**src/rtl/chan_mux_rr_if.sv**
```systemverilog
// Handshake bundle for chan_mux_rr: N input lanes in, one tagged lane out.
// master drives the lanes and out_ready; slave is the mux itself.
interface chan_mux_rr_if #(
  parameter int N    = 8,
  parameter int W    = 8,
  parameter int SELW = $clog2(N)
);
  logic [N*W-1:0]  in_data;
  logic [N-1:0]    in_valid;
  logic [N-1:0]    in_ready;
  logic            mode;
  logic [SELW-1:0] sel;
  logic [W-1:0]    out_data;
  logic [SELW-1:0] out_chan;
  logic            out_valid;
  logic            out_ready;

  modport master (
    output in_data,
    output in_valid,
    output mode,
    output sel,
    output out_ready,
    input  in_ready,
    input  out_data,
    input  out_chan,
    input  out_valid
  );

  modport slave (
    input  in_data,
    input  in_valid,
    input  mode,
    input  sel,
    input  out_ready,
    output in_ready,
    output out_data,
    output out_chan,
    output out_valid
  );
endinterface

```
**src/rtl/chan_mux_rr.sv**
```systemverilog
// N-channel registered mux: manual select or round-robin scan,
// one tagged word per clock onto a back-pressured output register.
module chan_mux_rr #(
  parameter int N = 8,
  parameter int W = 8
) (
  input  logic          clk,
  input  logic          rst_n,
  chan_mux_rr_if.slave  bus
);
  localparam int SELW = $clog2(N);

  logic [W-1:0]    lane [N];
  logic [SELW-1:0] ptr;
  logic [SELW-1:0] ptr_nxt;
  logic [SELW-1:0] rr_idx;
  logic            rr_hit;
  logic            man_ok;
  logic [SELW-1:0] gnt;
  logic            gnt_vld;
  logic            load;
  logic            take;
  logic [W-1:0]    q_data;
  logic [SELW-1:0] q_chan;
  logic            q_valid;

  for (genvar i = 0; i < N; i++) begin : g_lane
    assign lane[i] = bus.in_data[i*W +: W];
  end

  // Scan from the top offset down so the nearest requester after ptr wins.
  always_comb begin
    rr_hit = 1'b0;
    rr_idx = '0;
    for (int k = N - 1; k >= 0; k--) begin
      int c;
      c = int'(ptr) + k;
      if (c >= N) c = c - N;
      if (bus.in_valid[SELW'(c)]) begin
        rr_hit = 1'b1;
        rr_idx = SELW'(c);
      end
    end
  end

  assign man_ok = (int'(bus.sel) < N) &&
                  bus.in_valid[bus.sel];

  always_comb begin
    gnt_vld = 1'b0;
    gnt     = '0;
    unique case (1'b1)
      bus.mode: begin
        gnt_vld = rr_hit;
        gnt     = rr_idx;
      end
      default: begin
        gnt_vld = man_ok;
        gnt     = bus.sel;
      end
    endcase
  end

  assign load = !q_valid || bus.out_ready;
  assign take = rst_n && gnt_vld && load;

  always_comb begin
    bus.in_ready = '0;
    if (take) bus.in_ready[gnt] = 1'b1;
  end

  assign ptr_nxt = (gnt == SELW'(N - 1)) ?
                   '0 : gnt + SELW'(1);

  always_ff @(posedge clk or negedge rst_n) begin
    if (!rst_n) begin
      q_valid <= 1'b0;
      q_data  <= '0;
      q_chan  <= '0;
    end else if (load) begin
      q_valid <= gnt_vld;
      if (gnt_vld) begin
        q_data <= lane[gnt];
        q_chan <= gnt;
      end
    end
  end

  // Manual mode leaves ptr alone so the scan resumes where it stopped.
  always_ff @(posedge clk or negedge rst_n) begin
    if (!rst_n) begin
      ptr <= '0;
    end else if (take && bus.mode) begin
      ptr <= ptr_nxt;
    end
  end

  assign bus.out_data  = q_data;
  assign bus.out_chan  = q_chan;
  assign bus.out_valid = q_valid;
endmodule
```
**src/flat_wrapper.sv**
```systemverilog
// flat-port wrapper written by rule: the top's interface ports become plain ports
module chan_mux_rr_flat 
#(
  parameter int N = 8,
  parameter int W = 8
)
  (clk, rst_n, bus_in_data, bus_in_valid, bus_mode, bus_sel, bus_out_ready, bus_in_ready, bus_out_data, bus_out_chan, bus_out_valid);
  chan_mux_rr_if #(.N(N), .W(W)) bus_i ();
  input  logic clk;
  input  logic rst_n;
  input wire logic [$bits(bus_i.in_data)-1:0] bus_in_data;
  input wire logic [$bits(bus_i.in_valid)-1:0] bus_in_valid;
  input wire logic [$bits(bus_i.mode)-1:0] bus_mode;
  input wire logic [$bits(bus_i.sel)-1:0] bus_sel;
  input wire logic [$bits(bus_i.out_ready)-1:0] bus_out_ready;
  output wire logic [$bits(bus_i.in_ready)-1:0] bus_in_ready;
  output wire logic [$bits(bus_i.out_data)-1:0] bus_out_data;
  output wire logic [$bits(bus_i.out_chan)-1:0] bus_out_chan;
  output wire logic [$bits(bus_i.out_valid)-1:0] bus_out_valid;
  assign bus_i.in_data = bus_in_data;
  assign bus_i.in_valid = bus_in_valid;
  assign bus_i.mode = bus_mode;
  assign bus_i.sel = bus_sel;
  assign bus_i.out_ready = bus_out_ready;
  assign bus_in_ready = bus_i.in_ready;
  assign bus_out_data = bus_i.out_data;
  assign bus_out_chan = bus_i.out_chan;
  assign bus_out_valid = bus_i.out_valid;
  chan_mux_rr #(.N(N), .W(W)) u_core (.clk(clk), .rst_n(rst_n), .bus(bus_i));
endmodule
```
**config.mk**
```make
export PLATFORM = sky130hd
export DESIGN_NAME = chan_mux_rr_flat
export DESIGN_NICKNAME = d
export VERILOG_FILES = /design/src/rtl/chan_mux_rr_if.sv /design/src/rtl/chan_mux_rr.sv /design/src/flat_wrapper.sv
export SDC_FILE = /design/constraint.sdc
export NUM_CORES = 1
export LEC_CHECK = 0
export ABC_CLOCK_PERIOD_IN_PS = 5900
export CAP_MARGIN = 10
export CORE_MARGIN = 1.5
export CORE_UTILIZATION = 50
export CTS_CLUSTER_DIAMETER = 100
export DETAILED_ROUTE_END_ITERATION = 8
export PLACE_DENSITY = 0.94
export REMOVE_ABC_BUFFERS = 1
export SETUP_SLACK_MARGIN = 0.02
export SYNTH_ARGS = -nofsm -noshare
export SYNTH_HDL_FRONTEND = slang
export SYNTH_SLANG_ARGS = --single-unit
```
**constraint.sdc**
```tcl
create_clock -name clk -period 5.9 [get_ports clk]
set_input_delay 1.18 -clock clk [delete_from_list [all_inputs] [get_ports clk]]
set_output_delay 1.18 -clock clk [all_outputs]
set_load 0.05 [all_outputs]
```
## Yosys cells after proc, flatten, opt, wreduce, memory -nomap -nowiden

Index checks and enable logic that the tools add are counted.

- Register bits: 15
- Bits in latches: 0
- Bits in writable memories: 0
- Memory bits (read-only): 0
- Input bits: 79
- Output and inout port bits: 20
- Memories: 0

- Add/sub/neg operators: 16
- Multipliers: 0
- Div/mod/pow operators: 0
- $lt $le $gt $ge: 20
- Equal/unequal tests: 1
- Shifts and indexed selects: 0
- Multiplexer cells: 59
- Bitwise logic cells: 1
- Reductions and logical operators: 7

Operators by type and width:

| kind | number |
|---|---|
| $mux W3 | 18 |
| $lt A3 B5 Y1 const B | 8 |
| $ge A4 B4 Y1 const B | 8 |
| $bmux W1 S3 | 9 |
| $mux W1 | 27 |
| $bmux W8 S3 | 1 |
| $mux W8 | 3 |
| $sub A3 B1 Y3 const B | 8 |
| $add A3 B3 Y4 const B | 4 |
| $add A3 B2 Y4 const B | 2 |
| $lt A3 B4 Y1 const B | 2 |
| $add A3 B1 Y4 const B | 1 |
| $ge A3 B4 Y1 const B | 1 |
| $logic_and A1 B1 Y1 | 4 |
| $not A3 Y4 | 1 |
| $add A3 B1 Y3 const B | 1 |
| $demux W1 S3 | 1 |
| $eq A3 B3 Y1 const B | 1 |
| $ge A3 B1 Y1 const B | 1 |
| $reduce_and A2 Y1 | 1 |
| $logic_not A1 Y1 | 1 |
| $logic_or A1 B1 Y1 | 1 |

## Depth between registers and ports, before layout

- Depth in word-level cells: 20
- Gate-level depth with buffers: 16
- Depth with buffers taken out: 11

## Least setup slack after synthesis

No wires, ideal clock.

- Kind: reg2out
- From: register u_core.ptr[1]
- To: output bus_in_ready[1]
- Data arrival time: 4073 ps
- Data required time: 4720 ps
- Path slack: 647 ps
- Cell stages (with the launch flop): 14
- Cells stage by stage: dfrtp_1 -> buf_4 -> buf_4 -> inv_2 -> ha_1 -> buf_6 -> mux2_2 -> mux4_2 -> a32oi_1 -> o311ai_2 -> a31oi_4 -> inv_2 -> buf_2 -> nor3_1

- Longest elaborated chain between the ends: 20

RTL lines:

| item | RTL line | RTL |
|---|---|---|
| start: declaration | chan_mux_rr.sv:14 | `logic [SELW-1:0] ptr;` |
| start signal: assignment | chan_mux_rr.sv:94 | `ptr <= ptr_nxt;` |
| $add A3 B3 Y4 | chan_mux_rr.sv:37 | `c = int'(ptr) + k;` |
| $ge A4 B4 Y1 or $sub A3 B1 Y3 (tied branches) | chan_mux_rr.sv:38 | `if (c >= N) c = c - N;` |
| $mux W3 | chan_mux_rr.sv:38 |  |
| $bmux W1 S3 | chan_mux_rr.sv:39 | `if (bus.in_valid[SELW'(c)]) begin` |
| $mux W1 (implied by the code) (2 in series) | chan_mux_rr.sv:39 |  |
| $mux W3 (8 in series) | chan_mux_rr.sv:39 |  |
| $mux W3 | chan_mux_rr.sv:52 | `unique case (1'b1)` |
| $lt A3 B4 Y1 (implied by the code) or $ge A3 B1 Y1 (tied branches) | chan_mux_rr.sv:69 | `if (take) bus.in_ready[gnt] = 1'b1;` |
| $logic_and A1 B1 Y1 (implied by the code) | chan_mux_rr.sv:69 |  |
| $mux W1 (implied by the code) | chan_mux_rr.sv:69 |  |
| $demux W1 S3 | - |  |
| $mux W8 * | chan_mux_rr.sv:69 |  |
| end: declaration | flat_wrapper.sv:16 | `output wire logic [$bits(bus_i.in_ready)-1:0] bus_in_ready;` |

Every way passes the cells marked *; elsewhere a longest branch is shown, timed or not. The select of a mux whose other input is x is not followed.

## Worst setup path after layout

- From: input bus_in_valid[3]
- To: output bus_in_ready[7]

- Longest elaborated chain between the ends: 17

RTL lines:

| item | RTL line | RTL |
|---|---|---|
| start: declaration | flat_wrapper.sv:12 | `input wire logic [$bits(bus_i.in_valid)-1:0] bus_in_valid;` |
| $bmux W1 S3 | chan_mux_rr.sv:39 |  |
| $mux W1 (implied by the code) (2 in series) | chan_mux_rr.sv:39 |  |
| $mux W3 (8 in series) | chan_mux_rr.sv:39 |  |
| $mux W3 | chan_mux_rr.sv:52 |  |
| $lt A3 B4 Y1 (implied by the code) or $ge A3 B1 Y1 (tied branches) | chan_mux_rr.sv:69 |  |
| $logic_and A1 B1 Y1 (implied by the code) | chan_mux_rr.sv:69 |  |
| $mux W1 (implied by the code) | chan_mux_rr.sv:69 |  |
| $demux W1 S3 | - |  |
| $mux W8 * | chan_mux_rr.sv:69 |  |

Marked as above.

==> run summary <==
Status: complete, no violations
Power Density: 584 mW/mm^2
Final Cycle Share: 94.1%
Relative slew margins: 47.4%
Synthesized instance count: 300
Post-synth cell types: 63
Pins Over Slew Limit: 0
DIE AREA: 0.00600 sq mm
FF-to-FF setup slack: 1.81 ns
Met1 global-route usage: 40.3%
CTS Sinks: 15
Clock slew at reported path FFs: 0.07 ns
Leakage: 1.55 nW
Post-synthesis sequential area ratio: 13.5%
CTS Hold Bufs: 0
Largest net degree at the start of global routing: 26
NumNets Final: 469
FFs w/ async S/R, synth: 100%
Max Clk Rate: 180 MHz
Peak supply drop: 263 uV
Endpoints failing setup: 0
Dominant synthesized flop cell: dfrtp_1
Port bufs: 98
Setup_tns: 0 ns
DR vias/cell: 6.77
Clock Latency Late Sink: 0.26 ns
Final non-filler cell area: 0.00386 sq mm
1st-pass router iterations: 5
Met2 usage in global routing: 53.4%
Flop pwr share: 9.1%
# rows: 26
RSZ-0062 raised after global routing: no
Fill count: 362
Io pins: 99
Reg2reg path depth: 11
First-pass GRT wire length: 14800 um
Post-Syn Area per Cell: 9.24 sq um
Synth Cell Area: 0.00277 sq mm
Clk network pwr share: 3.9%
Crit Path Category: input port to output port
CTS Root Cell: clkbuf_8
Worst r2r dst: u_core.bus.out_data[2]
Int Power: 0.00103 W
First DRT Iteration DRCs: 320
DP Area: 0.00381 sq mm
EDFF count, synth: 0
Combinational power share: 87.0%
Post-CTS Setup Repair Bufs: 0
Initial Util: 52.9%
Final WL: 9600 um
Gpl congestion: 0.924
Gr busiest metal: met2
Max clock buf depth: 2
Grt ovf: 0
Crit path from: bus_in_valid[3]
Number of synthesis warnings: 0
Via count: 3096
Fin crit period: 5.55 ns
Critical Path Sink Type: output port
Type of the tightest min-delay check: flop to flop
Worst slew pin tran: 0.789 ns
Initial antenna violation count: 0
Hpwl dp: 7380 um
CTS resizes: 0
Die H: 77.5 um
Reg-to-Reg Start: u_core.ptr[0]
# DRC: 0
CORE AREA: 0.00524 sq mm
M3 GR Usage: 4.82%
Req. time, crit path: 4.72 ns
CTS H-tree lvls: 1
Layout cell share with drive strength beyond 1: 16.8%
CTS tree: built
# diodes: 0
Die width: 77.5 um
Post-synthesis register bit count: 15
Hold Path Depth: 1
Remaining antenna violation count: 0
Final Hold Fails: 0
Net Sw Frac: 54.1%
Number of global-route vias before repair: 2825
Max_cap viols: 0
Layout area overhead: 39.1%
Total GRT Usage: 31.6%
Psw: 0.00122 W
Fin cells: 457
WHS Endpoint: u_core.bus.out_chan[2]
Clock Skew: 0.00732 ns
Startpoint Class: input port
Worst Path Arrival: 4.37 ns
CTS Buf Count: 3
Beginning of the worst hold path: u_core.bus.out_chan[2]
Routed len/inst: 21.0 um
CP Max Fanout: 22
Placed Cells: 453
[through the flow]
step	worst slack, ns	total power, W	hold slack [ns]	util (%)
floorplan	-0.115	0.00161	0.767	-
global placement	0.441	0.00206	0.460	72.7
detailed placement	0.374	0.00211	0.476	72.7
CTS	0.360	0.00221	0.490	73.6
global route	0.0754	0.00237	0.503	73.6
finish	0.346	0.00225	0.487	73.6
[cell usage after synthesis (4+ instances only)]
| master | count | share of area [%] |
|---|---|---|
| a221o_1 | 8 | 2.9 |
| nor2_1 | 35 | 4.7 |
| dfrtp_1 | 15 | 14 |
| a21oi_1 | 15 | 2.7 |
| inv_1 | 8 | 1.1 |
| buf_6 | 5 | 2.0 |
| mux2i_1 | 52 | 19 |
| a21boi_0 | 6 | 1.6 |
| clkbuf_1 | 7 | 0.95 |
| mux2_2 | 6 | 2.4 |
| nand2b_1 | 5 | 1.1 |
| mux4_2 | 16 | 13 |
| buf_2 | 5 | 0.90 |
| a221oi_1 | 16 | 5.1 |
| buf_4 | 4 | 1.1 |
| nor3_1 | 6 | 1.1 |
| nand2_1 | 16 | 2.2 |
| inv_2 | 4 | 0.54 |
[how the worst max path moves through the flow]
stage / slack, ns / to
2_1_floorplan: -0.11 / bus_in_ready[1]
3_3_place_gp: 0.44 / bus_in_ready[3]
3_5_place_dp: 0.37 / bus_in_ready[7]
4_1_cts: 0.36 / bus_in_ready[7]
5_1_grt: 0.08 / bus_in_ready[7]
6_report: 0.35 / bus_in_ready[7]
[cells by family (layout without fill, tap and decap cells)]
logic type,after synthesis,after routing,synth area share (%)
AOI/OAI and AO/OA,89,89,27.1
xor gates and xnor gates,5,5,1.58
adders and majority gates,2,2,0.902
buffers and inverters,35,122,6.90
muxes,80,80,38.0
DFF,15,15,13.5
and+or+nand+nor,74,74,12.0
[power groups by stage]
stage | combinational [W] | sequential (W) | clock [W]
3_3_place_gp | 0.00186 | 0.000200 | 0
5_1_grt | 0.00207 | 0.000209 | 0.0000923
4_1_cts | 0.00192 | 0.000202 | 0.0000876
2_1_floorplan | 0.00125 | 0.000357 | 0
3_5_place_dp | 0.00191 | 0.000203 | 0
6_report | 0.00196 | 0.000204 | 0.0000883
[flip-flops by register name, indices dropped and copies added, names as in the netlist]
register	cells
u_core.bus.out_chan	3
u_core.ptr	3
u_core.bus.out_valid	1
u_core.bus.out_data	8
[area by class of cell]
class | count | area, sq um | share of cell area [%]
multi-input cells | 250 | 2210 | 57.2
clock buffers | 3 | 41.3 | 1.07
repair buffers | 106 | 1100 | 28.4
well taps | 70 | 87.6 | 2.27
inverters | 12 | 45.0 | 1.17
clock inverters | 1 | 5.00 | 0.130
flip-flops and latches | 15 | 375 | 9.73
[layout by cell type, fill, tap and decap left out, types with 3 or more instances in the layout]
cell type	synthesis	final
o211ai_1	3	3
mux2_4	3	3
a221oi_2	3	3
a21boi_1	3	3
inv_2	4	4
a221o_1	8	8
a21oi_1	15	15
nand2_1	16	16
clkbuf_8	0	3
mux2_2	6	6
mux4_2	16	16
buf_4	4	10
buf_12	0	6
a21boi_0	6	6
clkdlybuf4s50_1	0	90
o21ai_1	3	3
a221oi_1	16	16
nand2b_1	5	5
xnor2_1	3	3
dfrtp_1	15	15
nor2_1	35	35
mux2i_1	52	52
inv_1	8	8
o311ai_1	3	3
nand4_1	3	3
nor3_1	6	6
o21ai_0	3	3
a32oi_1	3	3
[metal layers]
| layer | share of wire (%) | wire length [um] | up-vias |
|---|---|---|---|
| met1 | 37 | 3540 | 1485 |
| met3 | 8.9 | 853 | 41 |
| met5 | 0 | 0 | - |
| met2 | 50 | 4840 | 196 |
| met4 | 3.9 | 376 | 0 |
| li1 | - | - | 1374 |
[critical path: stages]
cell	delay [ns]
clkdlybuf4s50_1	0.55
mux4_2	0.66
mux2i_4	0.28
nand2_1	0.09
o22ai_1	0.26
nor2_1	0.12
o21bai_4	0.60
nand2_1	0.23
nor2_1	0.23
buf_12	0.17
(Power assumes the default switching activity.)
